File: src/rtl/rsa_host_ctrl.sv
// rsa_host_ctrl: sequencer between a byte-stream host port and the 256-bit RSA core.
// Latency: one register stage from each host byte to its core write strobe; each result byte
//   takes read request, capture and send cycles, plus any host stall.
// Backpressure: in_ready is high only in IDLE/LOAD; out_valid/out_data hold until out_ready.
//
// Ports: clk/reset (sync, active-high), abort (sync cancel to IDLE)
//   host in : in_valid/in_data/in_ready   - 96 operand bytes: modulus, base, exponent, LSB first
//   host out: out_valid/out_data/out_ready - 32 result bytes, LSB first
//   core    : core_we_n/core_oe_n strobes, core_reg_sel, core_addr, core_wdata, core_rdata,
//             core_start pulse, core_busy
//   status  : busy (not IDLE), done (pulse after last result byte), err (sticky watchdog flag)
// Optional: define RSA_CTRL_TIMEOUT_EN to add a compute watchdog of TIMEOUT_CYC cycles.
//   Without it err is constant 0 and the controller waits on core_busy indefinitely.
module rsa_host_ctrl #(
  parameter int NBYTES = 32
`ifdef RSA_CTRL_TIMEOUT_EN
  ,
  parameter int TIMEOUT_CYC = 200000
`endif
) (
  input  logic                      clk,
  input  logic                      reset,
  input  logic                      abort,
  input  logic                      in_valid,
  input  logic [7:0]                in_data,
  output logic                      in_ready,
  output logic                      out_valid,
  output logic [7:0]                out_data,
  input  logic                      out_ready,
  output logic                      core_we_n,
  output logic                      core_oe_n,
  output logic [1:0]                core_reg_sel,
  output logic [$clog2(NBYTES)-1:0] core_addr,
  output logic [7:0]                core_wdata,
  input  logic [7:0]                core_rdata,
  output logic                      core_start,
  input  logic                      core_busy,
  output logic                      busy,
  output logic                      done,
  output logic                      err
);

  localparam int         AW       = $clog2(NBYTES);
  localparam logic [6:0] LAST_OP  = 7'(3 * NBYTES - 1);
  localparam logic [6:0] LAST_RES = 7'(NBYTES - 1);

  localparam logic [1:0] SEL_RES  = 2'd0;
  localparam logic [1:0] SEL_BASE = 2'd1;
  localparam logic [1:0] SEL_EXP  = 2'd2;
  localparam logic [1:0] SEL_MOD  = 2'd3;

  typedef enum logic [2:0] {
    IDLE, LOAD, START, WAIT_BUSY, COMPUTE, RD_REQ, RD_CAP, SEND
  } state_t;

  state_t          state, state_d;
  logic [6:0]      cnt, cnt_d;
  logic            in_ready_d, out_valid_d, we_n_d, oe_n_d, start_d, busy_d, done_d, err_d;
  logic [7:0]      out_data_d, wdata_d;
  logic [1:0]      sel_d;
  logic [AW-1:0]   addr_d;
  logic            in_hs, out_hs, tmo_hit;

  assign in_hs  = in_valid & in_ready;
  assign out_hs = out_valid & out_ready;

  // Operand order on the host stream is modulus, base, exponent.
  function automatic logic [1:0] op_sel(input logic [6:0] c);
    logic [1:0] s;
    if (c < 7'(NBYTES))          s = SEL_MOD;
    else if (c < 7'(2 * NBYTES)) s = SEL_BASE;
    else                         s = SEL_EXP;
    return s;
  endfunction

`ifdef RSA_CTRL_TIMEOUT_EN
  localparam int TW = $clog2(TIMEOUT_CYC + 1);
  logic [TW-1:0] tmo_cnt;

  // Counter holds TIMEOUT_CYC-1 on the edge that is TIMEOUT_CYC cycles after WAIT_BUSY entry.
  assign tmo_hit = ((state == WAIT_BUSY) || (state == COMPUTE)) &&
                   (tmo_cnt == TW'(TIMEOUT_CYC - 1));

  always_ff @(posedge clk) begin
    if (reset)
      tmo_cnt <= '0;
    else if ((state_d == WAIT_BUSY) && (state != WAIT_BUSY))
      tmo_cnt <= '0;
    else if ((state == WAIT_BUSY) || (state == COMPUTE))
      tmo_cnt <= tmo_cnt + TW'(1);
  end
`else
  assign tmo_hit = 1'b0;
`endif

  always_comb begin
    state_d     = state;
    cnt_d       = cnt;
    out_valid_d = out_valid;
    out_data_d  = out_data;
    we_n_d      = 1'b1;
    oe_n_d      = 1'b1;
    sel_d       = core_reg_sel;
    addr_d      = core_addr;
    wdata_d     = core_wdata;
    start_d     = 1'b0;
    done_d      = 1'b0;
    err_d       = err;

    if (abort) begin
      // Any coincident host byte is dropped: no strobe, counter cleared.
      state_d     = IDLE;
      cnt_d       = '0;
      out_valid_d = 1'b0;
    end else if (tmo_hit) begin
      state_d = IDLE;
      cnt_d   = '0;
      err_d   = 1'b1;
    end else begin
      case (state)
        IDLE, LOAD: begin
          if (in_hs) begin
            we_n_d  = 1'b0;
            wdata_d = in_data;
            sel_d   = op_sel(cnt);
            addr_d  = cnt[AW-1:0];
            if (state == IDLE) err_d = 1'b0;
            if (cnt == LAST_OP) begin
              state_d = START;
            end else begin
              cnt_d   = cnt + 7'd1;
              state_d = LOAD;
            end
          end
        end
        START: begin
          // Wait for the last write strobe to retire so the bus has an idle cycle
          // between the final operand write and the start pulse.
          if (core_we_n) begin
            start_d = 1'b1;
            state_d = WAIT_BUSY;
          end
        end
        WAIT_BUSY: begin
          if (core_busy) state_d = COMPUTE;
        end
        COMPUTE: begin
          if (!core_busy) begin
            state_d = RD_REQ;
            cnt_d   = '0;
            oe_n_d  = 1'b0;
            sel_d   = SEL_RES;
            addr_d  = '0;
          end
        end
        RD_REQ: begin
          state_d = RD_CAP;
        end
        RD_CAP: begin
          out_data_d  = core_rdata;
          out_valid_d = 1'b1;
          state_d     = SEND;
        end
        SEND: begin
          if (out_hs) begin
            out_valid_d = 1'b0;
            if (cnt == LAST_RES) begin
              state_d = IDLE;
              cnt_d   = '0;
              done_d  = 1'b1;
            end else begin
              cnt_d   = cnt + 7'd1;
              state_d = RD_REQ;
              oe_n_d  = 1'b0;
              sel_d   = SEL_RES;
              addr_d  = cnt_d[AW-1:0];
            end
          end
        end
        default: state_d = IDLE;
      endcase
    end

    in_ready_d = (state_d == IDLE) || (state_d == LOAD);
    busy_d     = (state_d != IDLE);
  end

  always_ff @(posedge clk) begin
    if (reset) begin
      state        <= IDLE;
      cnt          <= '0;
      in_ready     <= 1'b0;
      out_valid    <= 1'b0;
      out_data     <= '0;
      core_we_n    <= 1'b1;
      core_oe_n    <= 1'b1;
      core_reg_sel <= '0;
      core_addr    <= '0;
      core_wdata   <= '0;
      core_start   <= 1'b0;
      busy         <= 1'b0;
      done         <= 1'b0;
      err          <= 1'b0;
    end else begin
      state        <= state_d;
      cnt          <= cnt_d;
      in_ready     <= in_ready_d;
      out_valid    <= out_valid_d;
      out_data     <= out_data_d;
      core_we_n    <= we_n_d;
      core_oe_n    <= oe_n_d;
      core_reg_sel <= sel_d;
      core_addr    <= addr_d;
      core_wdata   <= wdata_d;
      core_start   <= start_d;
      busy         <= busy_d;
      done         <= done_d;
      err          <= err_d;
    end
  end

endmodule

File: config.mk
export PLATFORM = sky130hd
export DESIGN_NAME = rsa_host_ctrl
export DESIGN_NICKNAME = d
export VERILOG_FILES = /design/src/rtl/rsa_host_ctrl.sv
export SDC_FILE = /design/constraint.sdc
export NUM_CORES = 1
export LEC_CHECK = 0
export ABC_AREA = 1
export CORE_ASPECT_RATIO = 0.6
export CORE_MARGIN = 5
export CORE_UTILIZATION = 51
export CTS_CLUSTER_SIZE = 30
export DETAILED_ROUTE_END_ITERATION = 12
export PLACE_DENSITY = 0.92
export SYNTH_ARGS = -nofsm -noshare
export SYNTH_HDL_FRONTEND = slang
export SYNTH_SLANG_ARGS = --single-unit
File: constraint.sdc
create_clock -name clk -period 4.25 [get_ports clk]
set_input_delay 0.425 -clock clk [delete_from_list [all_inputs] [get_ports clk]]
set_output_delay 0.425 -clock clk [all_outputs]
set_load 0.01 [all_outputs]
==> reports/results.txt, run 1 <==
Mapped Cells: 279
Synth Area in XOR/XNOR: 0.894%
leakage: 0.00112 uW
mux share of post-synthesis cell area: 0%
r2r setup slk: 2.43 ns
RSZ-0062 raised after global routing: false
Critical R2R Capture: core_reg_sel[0]
Post-synth EDFFs: 0
root buf cell: clkbuf_8
Max Cap Viol: 0
VDD IR max: 0.195 mV
diode count: 0
Highest Clock Rate: 0.539 GHz
Setup crit end: busy
post-synth top area cell: dfxtp_1
Adder-Cell Fraction of Synth Area: 0.639%
power per standard cell area: 298 nW/um^2
drt first pass iters: 4
Seq cells post-synth: 40
crit path launch: abort
startpoint types: primary input
routing usage on met2: 29.2%
Worst Path Arrival: 2.03 ns
layout cells sized above 1: 10.3%
Die Height: 58.0 um
first-pass GRT wire length: 8360 um
Avg Cell Area, Syn: 7.02 um^2
Slew Limit Fails: 0
CTS H-tree lvls: 2
Final period util: 43.7%
CTS Hold Bufs: 0
Routed Antenna Nets: 0
clk sink count: 40
global route overflow: 0
placement row count: 17
Hold Crit Depth: 2
Reg2Reg Depth: 9
CP peak stage delay: 0.64 ns
placed cell areas: 2470 um^2
Warnings, synthesis: 0
worst-path cell chain: clkdlybuf4s50_1 -> nor2_1 -> nand2_1 -> clkinv_1 -> nand2_1 -> nand2_1 -> nand2_1 -> nand3_1
status: finished clean
worst flop-to-flop path startpoint: state[2]
Req. time, crit path: 4.43 ns
Synth Area in Compound Gates: 9.77%
Num CTS Buffers: 5
clk_skew: 0.00802 ns
final setup violating endpoints: 0
# nets final: 353
ys async rst share: 0%
Chip Width: 90.0 um
largest family of logic cells by synthesized area: simple AND/OR/NAND/NOR gates
vias in the first global route: 1747
fin crit period: 1.86 ns
cell mode on critical path: nand2_1
Setup CP Type: primary input to flop
PortBufs: 51
Area growth syn-to-layout: 31.7%
area share of the leading cell type in the synthesized netlist: 40.9%
Longest Clk Path Bufs: 2
synth cell count leaders: nor2_1, nand2_1, dfxtp_1, inv_1, o21ai_0
Mapped Area: 1960 um^2
Setup Fix Bufs, Post-CTS: 0
Setup WS pre-CTS: 2.10 ns
syn nets: 302
area share of and/or/nand/nor cells after synthesis: 38.4%
synth top area cells: dfxtp_1, nor2_1, nand2_1, inv_1, o21ai_0
wire length per cell: 13.3 um
GR peak layer: met2
met1 Usage GRT: 27.8%
met3 GRT Util: 5.71%
Slew @ Worst Pin: 0.622 ns
post-CTS sizing: 0
final core occ: 70.1%
Initial Util: 53.2%
drt drc: 0
WL final: 5040 um
sequential area share after synthesis: 40.9%
initial antenna violation count: 0
initial DRC count: 136
Design Area, Final: 2580 um^2
Top Ports: 53
Avg Vias per Cell: 5.05
crit-path max FO: 9
final RePlAce weighted congestion: 0.901
synth unique cells: 30
CP Capture Type: flop
Core Area: 3680 um^2
detailed placer's ending HPWL: 3830 um
final worst slack: 2.39 ns
setup TNS: 0 ns
Clock Latency Late Sink: 0.29 ns
Final Hold Vio Count: 0
slew margin rel.: 58.5%
largest net degree at the start of global routing: 26
slowest CP cell: clkdlybuf4s50_1
Die Footprint: 5220 um^2
Synth Flop Type: dfxtp_1
Fill cells: 301
CTS tree: yes
HP Class: flop to flop
count leader, synth: nor2_1
clock slew seen by the registers of the worst setup and hold paths: 0.08 ns
vias post-DR: 1909
overall routing resource usage: 19.3%
[per-stage QoR]
step / cells / hold slack (ns) / total power, uW
2_1_floorplan: 279 / 0.471 / 433
3_3_place_gp: 370 / 0.464 / 474
3_5_place_dp: 370 / 0.477 / 476
4_1_cts: 378 / 0.493 / 774
5_1_grt: 378 / 0.513 / 799
6_report: 378 / 0.492 / 770
[worst max-delay path: cells and delay by family]
family,cells,cell delay (ns)
and+or+nand+nor,6,0.68
buffers and inverters,2,0.92
[area by class of cell]
| class | instances | area (um^2) | area share [%] |
|---|---|---|---|
| multi-input cells | 199 | 977 | 37.9 |
| flip-flops and latches | 40 | 801 | 31.0 |
| clock inverters | 2 | 35.0 | 1.36 |
| clock buffers | 6 | 72.6 | 2.81 |
| well taps | 47 | 58.8 | 2.28 |
| inverters | 33 | 126 | 4.90 |
| repair buffers | 51 | 510 | 19.8 |
[layer usage]
layer,wire length (um),vias to the layer above
li1,-,976
met1,2430,862
met2,2200,69
met3,394,2
met4,13,0
met5,0,-
[power breakdown]
part | total (uW) | leakage (uW) | switching, uW | internal [uW]
Sequential | 389 | 0.000325 | 5.75 | 384
Combinational | 78.4 | 0.000744 | 36.5 | 41.9
Clock | 303 | 0.0000552 | 128 | 174
Total | 770 | 0.00112 | 171 | 600
[sequential cells by signal (all words and copies together), names as in the netlist]
signal and count:
core_wdata 8, out_data 8, cnt 7, core_addr 5
state 3, core_reg_sel 2, busy 1, core_oe_n 1
core_start 1, core_we_n 1, done 1, in_ready 1
out_valid 1
[cell usage in the layout (no fill, tap or decap), drive strengths merged]
cell type | synthesis | layout
o21ai | 21 | 21
nand3 | 20 | 20
clkinv | 2 | 3
conb | 1 | 1
clkdlybuf4s50 | 0 | 51
a211oi | 1 | 1
nand3b | 1 | 1
nor3 | 3 | 3
dfxtp | 40 | 40
nand2 | 67 | 67
clkbuf | 1 | 6
o22ai | 2 | 2
a21oi | 11 | 11
bufinv | 0 | 1
ha | 1 | 1
xor2 | 2 | 2
nor2 | 68 | 68
nand4 | 1 | 1
inv | 31 | 31
[kinds of logic (layout without fill, tap and decap cells)]
group / Yosys count / after routing
AOI/OAI and AO/OA: 35 / 35
adders and majority gates: 1 / 1
and+or+nand+nor: 160 / 160
other: 1 / 1
xor gates and xnor gates: 2 / 2
buffers and inverters: 40 / 92
DFF: 40 / 40
[worst min-delay path by stage]
| stage | startpoint | endpoint | slack (ns) |
|---|---|---|---|
| 3_5_place_dp | core_wdata[0] | core_wdata[0] | 0.48 |
| 5_1_grt | core_wdata[7] | core_wdata[7] | 0.51 |
| 6_report | core_wdata[3] | core_wdata[3] | 0.49 |
| 2_1_floorplan | cnt[3] | cnt[3] | 0.47 |
| 3_3_place_gp | core_wdata[1] | core_wdata[1] | 0.46 |
| 4_1_cts | core_wdata[3] | core_wdata[3] | 0.49 |
No activity file was read; power rests on OpenSTA's default activity.
==> inputs of run 2 (changes only) <==
CORE_UTILIZATION = 43   (was 51)
PLACE_DENSITY = 0.83   (was 0.92)
clock period = 1.55 ns   (was 4.25 ns; I/O delays follow)
==> reports/results.txt, run 2 (synthesized netlist as in run 1, its figures left out) <==
Longest Clk Path Bufs: 2
final RePlAce weighted congestion: 0.859
sequential power share: 49.7%
leakage: 0.00125 uW
Req. time, crit path: 1.73 ns
commonest non-fill, non-tap cell in the layout: nor2_1
Num CTS Buffers: 5
layout cells sized above 1: 18.8%
drt first pass iters: 5
Final period util: 95.1%
Reg2Reg Depth: 8
first-pass GRT wire length: 8560 um
Slew Limit Fails: 0
placement row count: 19
Die Footprint: 6050 um^2
Setup CP Type: flop to flop
worst flop-to-flop path startpoint: cnt[0]
worst hold slack: 0.448 ns
VDD IR max: 0.566 mV
vias post-DR: 1997
Chip Width: 97.1 um
Setup Fix Bufs, Post-CTS: 0
Core Area: 4490 um^2
final setup violating endpoints: 0
power per standard cell area: 764 nW/um^2
crit path launch: cnt[0]
fin crit period: 1.47 ns
global route overflow: 0
crit-path max FO: 4
status: finished clean
slew margin rel.: 57.2%
Critical R2R Capture: busy
Initial Util: 43.6%
CTS Hold Bufs: 0
startpoint types: flop
final core occ: 62.5%
Routed Antenna Nets: 0
Comb power frac: 10.9%
setup TNS: 0 ns
PortBufs: 51
Max Cap Viol: 0
Worst Path Arrival: 1.66 ns
largest net degree at the start of global routing: 26
Top Ports: 53
CTS tree: yes
sw frac: 22.8%
dpl cells: 406
vias in the first global route: 1850
detailed placer's ending HPWL: 3960 um
Slew @ Worst Pin: 0.641 ns
WL final: 5230 um
Highest Clock Rate: 0.678 GHz
Hold Startpoint: core_rdata[3]
CP Capture Type: flop
initial antenna violation count: 0
initial DRC count: 107
Largest regs: core_wdata x8, out_data x8, cnt x7
r2r setup slk: 0.08 ns
Fill cells: 407
Clock Latency Late Sink: 0.29 ns
drt drc: 0
clk sink count: 40
Area growth syn-to-layout: 43.2%
overall routing resource usage: 17.1%
internal power: 1650 uW
clk_skew: 0.00349 ns
Setup crit end: busy
CTS H-tree lvls: 2
HP Class: primary input to flop
diode count: 0
most frequent cells in the layout: nor2_1, nand2_1, clkdlybuf4s50_1
wire length per cell: 12.6 um
final non-filler cell total: 415
Sw Pwr: 488 uW
Die Height: 62.3 um
Final Hold Vio Count: 0
clock slew seen by the registers of the worst setup and hold paths: 0.08 ns
root buf cell: clkbuf_8
Avg Vias per Cell: 4.81
# nets final: 374
Clock power frac: 39.4%
## run 2: per-stage QoR
step	cell area [um^2]	total power, uW	setup WS (ns)
after floorplan	1960	1190	0.0832
after global placement	2640	1310	0.0133
after detailed placement	2640	1320	-0.0340
after CTS	2760	2160	0.000236
after global routing	2810	2230	-0.0211
final	2810	2140	0.0752
## run 2: what timing repair did
item,in CTS,in global routing
hold endpoints to repair,0,0
cloned,0,1
resized for setup,4,12
pin swaps,0,4
endpoints found under the setup margin,7,16
## run 2: per-layer routing
layer	wire (um)	share of wire [%]	GRT usage, %
met3	448	8.6	5.82
met5	0	0	0
met2	2310	44	25.3
met4	76	1.5	5.08
met1	2390	46	23.6
## run 2: power by group through the flow
stage          Clock [uW]  Sequential (uW)  Combinational [uW]
3_3_place_gp            0             1090                 223
6_report              845             1070                 233
5_1_grt               907             1070                 254
4_1_cts               862             1070                 229
3_5_place_dp            0             1090                 227
2_1_floorplan           0             1100                87.9
## run 2: cell type report
type                            instances  area (um^2)  area share, %
Inverter                               33          126           4.50
Clock inverter                          2         35.0           1.25
Clock buffer                            6         72.6           2.59
Tap cell                               63         78.8           2.81
Multi-Input combinational cell        200         1020           36.5
Timing Repair Buffer                   71          661           23.5
Sequential cell                        40          808           28.8
## run 2: worst max-delay path: stages (launching register included)
cell	delay, ns
dfxtp_1	0.37
ha_2	0.23
nand3_4	0.11
nor3_4	0.24
nand2_1	0.12
nand2_1	0.07
inv_1	0.05
nand2_1	0.08
nand3_1	0.09
## run 2: worst min path at each step
| stage | end | cells past startpoint |
|---|---|---|
| final | out_data[3] | 3 |
| after CTS | out_data[3] | 3 |
| after global routing | out_data[0] | 3 |
| after global placement | core_wdata[7] | 2 |
| after detailed placement | core_wdata[5] | 2 |
| after floorplan | in_ready | 1 |
==> inputs of run 3 (changes only) <==
CORE_UTILIZATION = 48   (was 43)
PLACE_DENSITY = 0.84   (was 0.83)
clock period = 1.6 ns   (was 1.55 ns; I/O delays follow)
==> reports/results.txt, run 3 (synthesized netlist as in run 1, its figures left out) <==
status: finished clean
root buf cell: clkbuf_8
Worst Path Arrival: 1.68 ns
Clock Latency Late Sink: 0.29 ns
HP Class: primary input to flop
Setup CP Type: flop to flop
final RePlAce weighted congestion: 0.926
Routed Antenna Nets: 0
setup TNS: 0 ns
diode count: 0
leakage: 0.00121 uW
initial DRC count: 154
Reg area: 805 um^2
Fill cells: 323
WL final: 4890 um
commonest non-fill, non-tap cell in the layout: nor2_1
Req. time, crit path: 1.79 ns
met1 Usage GRT: 23.3%
largest net degree at the start of global routing: 26
drt drc: 0
total power: 2150 uW
startpoint types: flop
Avg Vias per Cell: 4.96
Slew Limit Fails: 0
Final Hold Vio Count: 0
VDD IR max: 0.435 mV
clk_skew: 0.00534 ns
slew margin rel.: 58.7%
final setup violating endpoints: 0
fin crit period: 1.50 ns
# nets final: 367
vias post-DR: 1961
GR peak layer: met2
PortBufs: 51
placement row count: 18
multi-input logic area: 1000 um^2
wire length per cell: 12.4 um
Die Height: 59.5 um
clock slew seen by the registers of the worst setup and hold paths: 0.08 ns
Num CTS Buffers: 5
Die Footprint: 5500 um^2
vias in the first global route: 1768
Top Ports: 53
first-pass GRT wire length: 7780 um
Initial Util: 48.6%
Longest Clk Path Bufs: 2
overall routing resource usage: 17.9%
clk sink count: 40
power per standard cell area: 786 nW/um^2
initial antenna violation count: 0
met3 GRT Util: 5.84%
routing usage on met2: 28.6%
CP Capture Type: flop
Highest Clock Rate: 0.668 GHz
crit path launch: state[1]
Max Cap Viol: 0
CTS H-tree lvls: 2
CTS Hold Bufs: 0
worst flop-to-flop path startpoint: state[1]
Slew @ Worst Pin: 0.619 ns
Hold Startpoint: core_rdata[5]
layout cells sized above 1: 16.2%
Area growth syn-to-layout: 39.6%
CTS tree: yes
final core occ: 67.8%
drt first pass iters: 4
worst hold slack: 0.450 ns
Chip Width: 92.5 um
Core Area: 4030 um^2
detailed placer's ending HPWL: 3720 um
most frequent cells in the layout: nor2_1, nand2_1, clkdlybuf4s50_1
crit-path max FO: 9
Largest regs: core_wdata x8, out_data x8, cnt x7
Final period util: 93.5%
global route overflow: 0
## run 3: critical path, stage by stage, from the launching register on
cell and delay [ns]:
dfxtp_2 0.47, nand3_4 0.18, nor3_4 0.32, nand2_1 0.13
nand2_1 0.09, inv_1 0.05, nand2_1 0.07, nand3_1 0.08
## run 3: per-stage QoR
stage,setup WS [ns],cells,cell area (um^2)
after floorplan,0.133,279,1960
after global placement,0.0414,387,2580
after detailed placement,-0.0114,387,2580
after CTS,0.0171,395,2710
after global routing,-0.00193,395,2740
final,0.103,395,2740
## run 3: layer usage
layer / part of all wire [%] / vias up
met3: 9.7 / 6
li1: - / 1002
met2: 45 / 78
met5: 0 / -
met1: 45 / 875
met4: 0.88 / 0
## run 3: power by group
group / switching (uW) / total (uW) / internal (uW)
Sequential: 14.3 / 1030 / 1020
Clock: 352 / 902 / 550
Combinational: 98.6 / 216 / 117
Total: 465 / 2150 / 1690
## run 3: worst paths after layout
kind / to / slack (ns) / cells after the start
min: out_data[5] / 0.45 / 3
max reg2reg: busy / 0.10 / 7
max: busy / 0.10 / 7
min reg2reg: core_wdata[7] / 0.49 / 2
## run 3: timing repair
action                     4_1_cts  5_1_grt
gates resized for setup          2        7
pin swaps                        0        1
gates cloned                     0        0
setup endpoints to repair       12       16
buffers inserted                 0        0
## run 3: area by class of cell
cell class | count | area share (%)
clock buffer | 7 | 3.52
clock inverter | 1 | 1.10
inverter | 33 | 4.62
multi-input combinational | 199 | 36.6
sequential | 40 | 29.4
tap | 50 | 2.29
timing repair buffer | 65 | 22.5
